## config.mk

```make
export PLATFORM = sky130hd
export DESIGN_NAME = rotator_pipe
export DESIGN_NICKNAME = d
export VERILOG_FILES = /design/src/rtl/rotator_pipe.sv
export SDC_FILE = /design/constraint.sdc
export NUM_CORES = 1
export LEC_CHECK = 0
export ABC_AREA = 1
export CAP_MARGIN = 20
export CORE_MARGIN = 5
export CORE_UTILIZATION = 44
export DETAILED_ROUTE_END_ITERATION = 16
export PLACE_DENSITY = 0.79
export SETUP_SLACK_MARGIN = 0.3
export SLEW_MARGIN = 25
export SYNTH_ARGS = -nofsm -noshare
export SYNTH_HDL_FRONTEND = slang
export SYNTH_SLANG_ARGS = --single-unit
```

## constraint.sdc

```tcl
create_clock -name clk -period 0.9 [get_ports clk]
set_input_delay 0.09 -clock clk [delete_from_list [all_inputs] [get_ports clk]]
set_output_delay 0.09 -clock clk [all_outputs]
set_load 0.1 [all_outputs]
```

## src/rtl/rotator_pipe.sv

```systemverilog
// Pipelined barrel rotator/shifter, one mux level per stage, global-enable valid/ready.
// Define ROTATOR_PIPE_ARITH_EN to make right shifts arithmetic (sign fill); default fills with 0.
module rotator_pipe #(
  parameter int N = 8,
  localparam int L = (N > 1) ? $clog2(N) : 1
) (
  input  logic         clk,
  input  logic         rst,
  input  logic         in_valid,
  output logic         in_ready,
  input  logic [N-1:0] in_data,
  input  logic [L-1:0] in_rot,
  input  logic         in_dir,
  input  logic         in_shift,
  output logic         out_valid,
  input  logic         out_ready,
  output logic [N-1:0] out_data
);

  localparam logic [L:0]   N_W   = (L+1)'(N);
  localparam logic [L-1:0] N_LOW = L'(N);

  logic [N-1:0] data_q  [L];
  logic [L-1:0] amt_q   [L];
  logic         valid_q [L];
  logic         dir_q   [L];
  logic         shift_q [L];
  logic         fill_q  [L];

  logic         stall;
  logic         accept;
  logic         rot_ge;
  logic         in_fill;
  logic [N-1:0] norm_data;
  logic [L-1:0] norm_amt;

  // Doubled-word trick: rotate pulls wrapped bits from the copy, shift pulls fill bits.
  function automatic logic [N-1:0] step_fn(input logic [N-1:0] d, input int s,
                                           input logic dir, input logic shift,
                                           input logic fill);
    logic [2*N-1:0] w;
    if (!dir) begin
      w = shift ? {d, {N{1'b0}}} : {d, d};
      w = w << s;
      return w[2*N-1:N];
    end else begin
      w = shift ? {{N{fill}}, d} : {d, d};
      w = w >> s;
      return w[N-1:0];
    end
  endfunction

  assign stall     = valid_q[L-1] && !out_ready;
  assign in_ready  = !stall;
  assign accept    = in_valid && in_ready;
  assign out_valid = valid_q[L-1];

`ifdef ROTATOR_PIPE_ARITH_EN
  logic sign_q [L];
  assign in_fill = in_dir & in_shift & in_data[N-1];
  always_comb begin
    for (int k = 0; k < L; k++) fill_q[k] = dir_q[k] & shift_q[k] & sign_q[k];
  end
`else
  assign in_fill = 1'b0;
  always_comb begin
    for (int k = 0; k < L; k++) fill_q[k] = 1'b0;
  end
`endif

  // in_rot < 2N, so a single conditional subtraction brings the amount into 0..N-1.
  always_comb begin
    rot_ge    = {1'b0, in_rot} >= N_W;
    norm_data = in_data;
    norm_amt  = in_rot;
    if (rot_ge) begin
      if (in_shift) begin
        norm_data = {N{in_fill}};
        norm_amt  = '0;
      end else begin
        norm_amt  = in_rot - N_LOW;
      end
    end
  end

  always_ff @(posedge clk or posedge rst) begin
    if (rst) begin
      for (int k = 0; k < L; k++) begin
        valid_q[k] <= 1'b0;
        data_q[k]  <= '0;
        amt_q[k]   <= '0;
        dir_q[k]   <= 1'b0;
        shift_q[k] <= 1'b0;
`ifdef ROTATOR_PIPE_ARITH_EN
        sign_q[k]  <= 1'b0;
`endif
      end
    end else if (!stall) begin
      valid_q[0] <= accept;
      if (accept) begin
        data_q[0]  <= norm_data;
        amt_q[0]   <= norm_amt;
        dir_q[0]   <= in_dir;
        shift_q[0] <= in_shift;
`ifdef ROTATOR_PIPE_ARITH_EN
        sign_q[0]  <= in_data[N-1];
`endif
      end
      for (int k = 1; k < L; k++) begin
        valid_q[k] <= valid_q[k-1];
        data_q[k]  <= amt_q[k-1][L-k]
                      ? step_fn(data_q[k-1], 2**(L-k), dir_q[k-1], shift_q[k-1], fill_q[k-1])
                      : data_q[k-1];
        amt_q[k]   <= amt_q[k-1];
        dir_q[k]   <= dir_q[k-1];
        shift_q[k] <= shift_q[k-1];
`ifdef ROTATOR_PIPE_ARITH_EN
        sign_q[k]  <= sign_q[k-1];
`endif
      end
    end
  end

  // Unit step is applied on the way out of the last register, keeping latency at L.
  assign out_data = amt_q[L-1][0]
                    ? step_fn(data_q[L-1], 1, dir_q[L-1], shift_q[L-1], fill_q[L-1])
                    : data_q[L-1];

endmodule

```

==> results of run 1 <==
[placed cells by master (no fill, tap or decap), types with 5 or more instances in the layout]
cell type and instances:
sky130_fd_sc_hd__nor2_4 6, sky130_fd_sc_hd__nand2_2 28, sky130_fd_sc_hd__nand3_1 18, sky130_fd_sc_hd__nand2_1 73
sky130_fd_sc_hd__inv_2 5, sky130_fd_sc_hd__buf_12 15, sky130_fd_sc_hd__o21ai_1 7, sky130_fd_sc_hd__buf_4 20
sky130_fd_sc_hd__buf_8 6, sky130_fd_sc_hd__buf_6 7, sky130_fd_sc_hd__nand3_2 6, sky130_fd_sc_hd__nand2_4 16
sky130_fd_sc_hd__a21oi_2 9, sky130_fd_sc_hd__nand2_8 6, sky130_fd_sc_hd__dfrtp_1 37, sky130_fd_sc_hd__clkdlybuf4s50_1 14
sky130_fd_sc_hd__clkbuf_8 5, sky130_fd_sc_hd__o21ai_4 6, sky130_fd_sc_hd__inv_1 19, sky130_fd_sc_hd__nor2_1 17
sky130_fd_sc_hd__o21ai_2 7
[power breakdown]
| group | switching [mW] | internal [mW] | total, mW | leakage, nW |
|---|---|---|---|---|
| clock network | 0.630 | 0.530 | 1.16 | 0.0477 |
| registers | 0.828 | 2.42 | 3.25 | 0.473 |
| logic | 5.60 | 3.82 | 9.42 | 1.20 |
[cells by family after synthesis]
group | Yosys count | share of synthesized area
simple gates | 170 | 0.335
buf+inv | 41 | 0.103
flops | 39 | 0.477
compound gates | 34 | 0.0851
[state kept, by name (all words and copies together), names as in the netlist]
name,cells
amt_q,6
data_q,24
dir_q,3
out_valid,1
shift_q,3
valid_q,2
[cell type report]
class,instances,share of cell area
repair buffers,67,0.244
well taps,52,0.0184
clock inverters,3,0.00424
multi-input cells,208,0.392
repair inverters,1,0.00318
inverters,29,0.0410
flip-flops and latches,39,0.277
clock buffers,5,0.0195
[through the flow]
stage / instances / utilization / hold WS (ns) / setup TNS, ns
floorplan: 284 / - / 0.0625 / -14.55
detailed placement: 379 / 0.628 / 0.442 / -14.40
finish: 404 / 0.796 / 0.189 / -16.00
global route: 404 / 0.796 / 0.221 / -17.63
CTS: 403 / 0.743 / 0.204 / -14.57
global placement: 379 / 0.628 / 0.439 / -13.81
[worst max-delay path by stage]
stage	from	to	slack, ns	cells past startpoint
4_1_cts	dir_q[0]	out_data[4]	-0.55	5
3_5_place_dp	out_ready	data_q[15]	-0.36	6
6_report	dir_q[0]	out_data[1]	-0.54	5
3_3_place_gp	out_ready	data_q[15]	-0.34	6
2_1_floorplan	dir_q[0]	out_data[7]	-0.40	4
5_1_grt	dir_q[0]	out_data[5]	-0.58	4
[metal layers]
metal	share of wire	wire length, um
met5	0	0
met4	0.056	382
met3	0.045	303
met2	0.54	3670
met1	0.36	2440
[repair_timing]
action / 4_1_cts / 5_1_grt
pin swaps: 19 / 12
setup endpoints to repair: 49 / 49
resized for setup: 69 / 63
cloned: 8 / 0
buffers inserted: 8 / 1
[worst max-delay path, delay by kind of cell (launching register included)]
family,cells,cell delay [ns]
flip-flops,1,0.40
buffers and inverters,3,0.42
AO/OA/AOI/OAI,1,0.16
AND/OR/NAND/NOR,1,0.06
==> results.txt, run 1 <==
- Max Slew Vio Count: 0
* Share of Yosys cell area claimed by the top area cell type: 0.477
* Final design instance area without fill: 0.00354 mm^2
- Die width: 78.2 um
- In this run the worst path has a maximum fanout of 9.
* HP Class: input port to async pin
- TritonCTS built the clock tree.
* Mapped Nets: approximately 300
* Data required, critical path: ~0.81 ns
- Most used routing layer in global routing: met2
- Number of different library cells in the post-synthesis netlist: 15
- The die covers 0.00611 mm^2.
- Detailed-routing iteration count for the pre-antenna-repair pass: 4
- The detail route stage leaves a number of antenna-violating nets equal to 0.
- The first global-routing pass estimated ~10000 um of wire.
* Row count: 24
- Counting along the longest clock path gives a buffer depth of 2.
* Via/cell ratio: 5.50
- HPWL after DPL: around 3300 um
- Data arrives at the worst endpoint at between 1 and 1.5 ns.
- Clock Skew: 0.00793 ns
- After clock tree synthesis, the clock-pin slew on the worst setup and hold paths is ~0.080 ns.
- Synthesis handed over a netlist of 284 instances.
* Initial antenna violation count: 0
* Routed Wire Length: just under 7000 um
- The design draws 13.8 mW.
- The critical path in this run is classified as register to primary output.
* Most repeated cell in the gate-level netlist after synthesis: sky130_fd_sc_hd__nand2_1
- Across the VDD grid, the largest voltage drop is 2310 uV.
- Most used DFF post-synth: sky130_fd_sc_hd__dfrtp_1
- Largest incremental delay on the critical path: roughly 0.40 ns
- Number of design-rule violations left by the first detailed-router iteration: around 180
* CTS H-Tree Depth: 2
* Critical Path Sink Type: primary output
- Remaining DRCs: 0
- EDFF count, synth: 0
- Type of origin of the critical path: register
* Min setup slack post-route: -0.539 ns
* Post-place setup slack: -0.358 ns
* Via count: 2222
* Fillers: roughly 240
* Antenna Cells: 0
- R2R Path Start: out_valid
- Final worst-path cycle share: 1.60
- Failing checks: negative setup slack
* Overall Global Routing Usage: 0.207
- Yosys warns: 0
- In the final design database the tool counted between 300 and 400 nets.
* Setup-violating endpoint count in the final report: 49
- Later-pin clock latency in the skew report: roughly 0.30 ns
* Routed WL per cell: about 17 um
- The initial utilization of the core area, before any placement, comes to 0.460.
* Least-Margin Pin Slew: ~0.64 ns
- For the worst flop-to-flop path, the logic depth is 7.
- The synthesized design spends more area on one cell type than any other, namely sky130_fd_sc_hd__dfrtp_1.
* Layout overhead on the synthesized area: 73.0%
- Number of buffers created by CTS: 5
* Leakage power total: 1.72 nW
* Vertical die dimension: 78.2 um
- For this run the aggregate overflow at the end of global routing stands at 0.
- RSZ-0062 raised after global routing: yes
- Mapped Avg Cell Area: between 7 and 8 um^2
- After synthesis, the most frequently instantiated cells are sky130_fd_sc_hd__nand2_1, sky130_fd_sc_hd__dfrtp_1, sky130_fd_sc_hd__nor2_1.
- Largest net degree at the start of global routing: 40
- The run finished, with violations left.
* Count of final hold-check violations: 0
- The cell that appears most often on the critical path is sky130_fd_sc_hd__buf_12.
- Based on the critical path, the design can be clocked at up to around 0.7 GHz.
* Power density of the placed cells: roughly 3900 mW/mm^2
- Async set-or-reset flop fraction in the synthesized netlist: 1.00
* Met1 GRT Util: 0.231
- Sequential share of the synthesized area: 0.477
* Max stage delay cell, worst path: sky130_fd_sc_hd__dfrtp_1
* Met3 demand-to-capacity share in global routing: 0.0423
- Time the final worst path needs with I/O delays and setup: approximately 1.4 ns
- For flop-to-flop paths, the worst setup slack is -0.38 ns.
* Cell area after technology mapping: roughly 0.0020 mm^2
* Buffer cell driving the clock tree root: sky130_fd_sc_hd__clkbuf_8
* Synth area leaders: sky130_fd_sc_hd__dfrtp_1, sky130_fd_sc_hd__nand2_1, sky130_fd_sc_hd__nand3_1
* Placed Instance Area: roughly 0.0028 mm^2
- Max-cap violations: 0
- Area of all sequential standard cells: ~1000 um^2
- For met2 alone, demand over resource in global routing was 0.385.
- R2R Path End: data_q[10]
* I/O pins: 27
- Total of hold buffers inserted after clock tree synthesis: 0
* Worst slew slack as a fraction of its limit: 0.574
- The multi-input combinational cells in the finished layout cover a total of about 0.0014 mm^2.
* #FFs+latches synth: 39
- Placeable core region: 0.00444 mm^2
* Number of global-route vias before repair: 2194
- The tree built by TritonCTS fans out to 39 sinks.
* Number of input and output port buffers inserted: 26
- Layout cell share with drive strength beyond 1: 0.460
* Final GP Congestion: ~0.85
- The critical path goes through buf_12, inv_8, nor2_1, o21ai_4, buf_12.
(Power assumes the default switching activity.)
==> run 2: changes to the inputs <==
--- a/config.mk
+++ b/config.mk
@@ -9,6 +9,7 @@
 export CAP_MARGIN = 20
 export CORE_MARGIN = 5
 export CORE_UTILIZATION = 44
+export CTS_BUF_LIST = sky130_fd_sc_hd__clkbuf_16
 export DETAILED_ROUTE_END_ITERATION = 16
 export PLACE_DENSITY = 0.79
 export SETUP_SLACK_MARGIN = 0.3
==> results.txt, run 2 (same netlist as run 1, synthesis figures left out) <==
- Timing-limited maximum frequency: 0.699 GHz (+0.61%)
* Vertical die dimension: 78.2 um (unchanged)
* Layout overhead on the synthesized area: 78.8%
* Placed Instance Area: 0.00279 mm^2 (unchanged)
- The row count came to 24 (unchanged).
- Routed WL per cell: 17.3 um (+2.8%)
* Placeable core region: 0.00444 mm^2 (unchanged)
- Setup-violating endpoint count in the final report: 49 (unchanged)
- Leading cell types in the layout, fill and taps excluded: sky130_fd_sc_hd__nand2_1, sky130_fd_sc_hd__dfrtp_1, sky130_fd_sc_hd__nand2_2, sky130_fd_sc_hd__buf_4, sky130_fd_sc_hd__inv_1
- Overall Global Routing Usage: 0.223 (+0.0158)
- The number of nets with antenna violations after routing is 0 (unchanged).
- Die width: 78.2 um (unchanged)
- Time the final worst path needs with I/O delays and setup: 1.43 ns (-0.00879 ns)
- The post-layout net count came to 370 (+0.54%).
- The level count of the clock H-tree was 2 (unchanged).
- The normalized max-slew margin came to 0.579 (+0.00556).
- Largest register by flop count: data_q
- Min setup slack post-route: -0.530 ns (+0.00879 ns)
- Largest net degree at the start of global routing: 40 (unchanged)
* Biggest fanout along the worst timing path: 9 (unchanged)
- The DRC violations left is 0 (unchanged).
* HP Class: input port to async pin
- Met1 routed wirelength after detailed routing: 2490 um (+1.8%)
- Antenna Cells: 0 (unchanged)
* Final-layout setup total negative slack: -14.85 ns (+1.15 ns)
- Max Used Layer: met4
- Largest incremental delay on the critical path: 0.40 ns (about the same)
- Leakage power total: 1.79 nW (+3.8%)
- The insertion delay of the later-clocked pin in the worst-skew pair is 0.29 ns (about the same).
- The worst setup path is launched from a register.
- I/O pins: 27 (unchanged)
* Die ar.: 0.00611 mm^2 (unchanged)
* Max Slew Vio Count: 0 (unchanged)
* # clock sinks: 39 (unchanged)
- The number of iterations in the first detailed-routing pass came to 4 (unchanged).
- Power density of the placed cells: 3980 mW/mm^2 (+1.8%)
* Buffer cell driving the clock tree root: sky130_fd_sc_hd__clkbuf_16
- Critical Path Sink Type: primary output
* Fillers: 226 (-7.4%)
- The total length of routed met2 wires is 3940 um (+7.4%).
- The number of buffers inserted during clock tree synthesis is 5 (unchanged).
- The transition time at the pin with the least slew margin was 0.630 ns (-0.00832 ns).
- Data required, critical path: 0.81 ns (about the same)
- Classification of the worst setup path: register to primary output
* Initial antenna violation count: 0 (unchanged)
- The maximum buffer depth of the clock tree was 2 (unchanged).
- The run finished, with violations left.
- Initial cell density of the core: 0.460 (unchanged)
- The initial detailed-routing violation count came to 159 (-12%).
- Failing checks: negative setup slack
- Final design instance area without fill: 0.00366 mm^2 (+3.4%)
- Max-cap violations: 0 (unchanged)
- The vias per cell was 5.48 (-0.36%).
* Biggest registers after layout: data_q (24), amt_q (6)
* Most used cell along the critical path: sky130_fd_sc_hd__buf_12
* Clock Skew: 0.00491 ns (-0.00302 ns)
- Most common cell after layout, fill and taps aside: sky130_fd_sc_hd__nand2_1
- Depth of the worst register-to-register path: 6 (-1)
* Number of global-route vias before repair: 2286 (+4.2%)
* HPWL after DPL: 3290 um (unchanged)
- The share of cells above drive strength 1 came to 0.492 (+0.0313).
* Worst VDD drop: 2390 uV (+3.6%)
- The number of flip-flops in the largest register came to 24 (unchanged).
* Max stage delay cell, worst path: sky130_fd_sc_hd__dfrtp_1
- Arrival time at the worst endpoint: 1.34 ns (about the same)
- The signal on the critical path passes through buf_12, inv_8, nor2_1, o21ai_4, buf_12.
- Met3 routed WL: 330 um (+8.9%)
* Aggregate global routing overflow: 0 (unchanged)
- The count of input and output buffers was 26 (unchanged).
- Setup repair after global routing could not meet its margin everywhere.
* Final worst-path cycle share: 1.59 (-0.00976)
- TritonCTS clock tree: yes
* Wire length of the first global-routing pass: 10700 um (+5.0%)
- The final estimated routing congestion in global placement is 0.847 (unchanged).
- Clock transition time at the flip-flop clock pins of the worst setup and hold paths: 0.06 ns (-0.02 ns)
- The routed wire length was 7020 um (+3.3%).
* Via count: 2225 (+0.14%)
- The final number of hold-violating endpoints came to 0 (unchanged).
run 2: cell count changes in the layout (fill, tap and decap cells not counted), moves of 3 or more:
cell	before	now
sky130_fd_sc_hd__nor2_4	6	9
sky130_fd_sc_hd__o21ai_1	7	4
sky130_fd_sc_hd__nor2_1	17	13
sky130_fd_sc_hd__clkbuf_16	0	5
sky130_fd_sc_hd__o21ai_2	7	10
sky130_fd_sc_hd__clkbuf_8	5	0
sky130_fd_sc_hd__buf_4	20	23
run 2: cell type report:
cell class | count | area, um^2 | area share
clock buffer | 5 | 125 | 0.0342
clock inverter | 3 | 15.0 | 0.00411
inverter | 29 | 145 | 0.0397
multi-input combinational | 208 | 1430 | 0.391
sequential | 39 | 982 | 0.269
tap | 52 | 65.1 | 0.0178
timing repair buffer | 69 | 883 | 0.242
timing repair inverter | 1 | 11.3 | 0.00308
run 2: where the power goes:
part	internal (mW)	switching [mW]	total [mW]
Combinational	3.86	5.67	9.53
Sequential	2.43	0.871	3.30
Clock	1.01	0.720	1.73
Total	7.30	7.26	14.6
run 2: path summary, 6_finish.rpt:
kind                       startpoint     endpoint  slack, ns
max                          dir_q[0]  out_data[1]      -0.53
min                               rst     dir_q[0]       0.20
max reg2reg                 out_valid   data_q[15]      -0.32
min reg2reg                  amt_q[7]     amt_q[7]       0.49
max in group asynchronous         rst    out_valid       0.48
min in group clk           in_data[6]   data_q[22]       0.36
run 2: per-layer routing:
| metal | vias to the layer above | GRT usage |
|---|---|---|
| li1 | 1024 | - |
| met1 | 1087 | 0.224 |
| met2 | 89 | 0.424 |
| met3 | 25 | 0.0538 |
| met4 | 0 | 0.114 |
| met5 | - | 0 |
run 2: worst max-delay path: cells and delay by family, from the launching register on:
family	cells	cell delay (ns)
buf+inv	3	0.43
flops	1	0.40
compound gates	1	0.16
simple gates	1	0.06
run 2: through the flow:
stage | setup slack, ns | hold WS [ns] | total power [mW] | util | std cells
final | -0.530 | 0.203 | 14.6 | 0.823 | 406
after global placement | -0.337 | 0.439 | 10.3 | 0.628 | 379
after detailed placement | -0.358 | 0.442 | 10.5 | 0.628 | 379
after CTS | -0.529 | 0.221 | 13.4 | 0.765 | 402
after floorplan | -0.398 | 0.0625 | 8.19 | - | 284
after global routing | -0.579 | 0.230 | 15.2 | 0.823 | 406
run 2: repair_timing:
item | CTS | global route
pin swaps | 19 | 20
resized for setup | 80 | 65
hold buffers | 0 | 0
cloned | 8 | 0
setup buffers | 7 | 4
setup endpoints to repair | 49 | 49
==> run 3: changes to the inputs <==
--- a/config.mk
+++ b/config.mk
@@ -6,7 +6,6 @@
 export NUM_CORES = 1
 export LEC_CHECK = 0
 export ABC_AREA = 1
-export CAP_MARGIN = 20
 export CORE_MARGIN = 5
 export CORE_UTILIZATION = 44
 export CTS_BUF_LIST = sky130_fd_sc_hd__clkbuf_16
==> results of run 3 <==
Same layout as run 2: the final DEF is identical, and so are final timing and power.
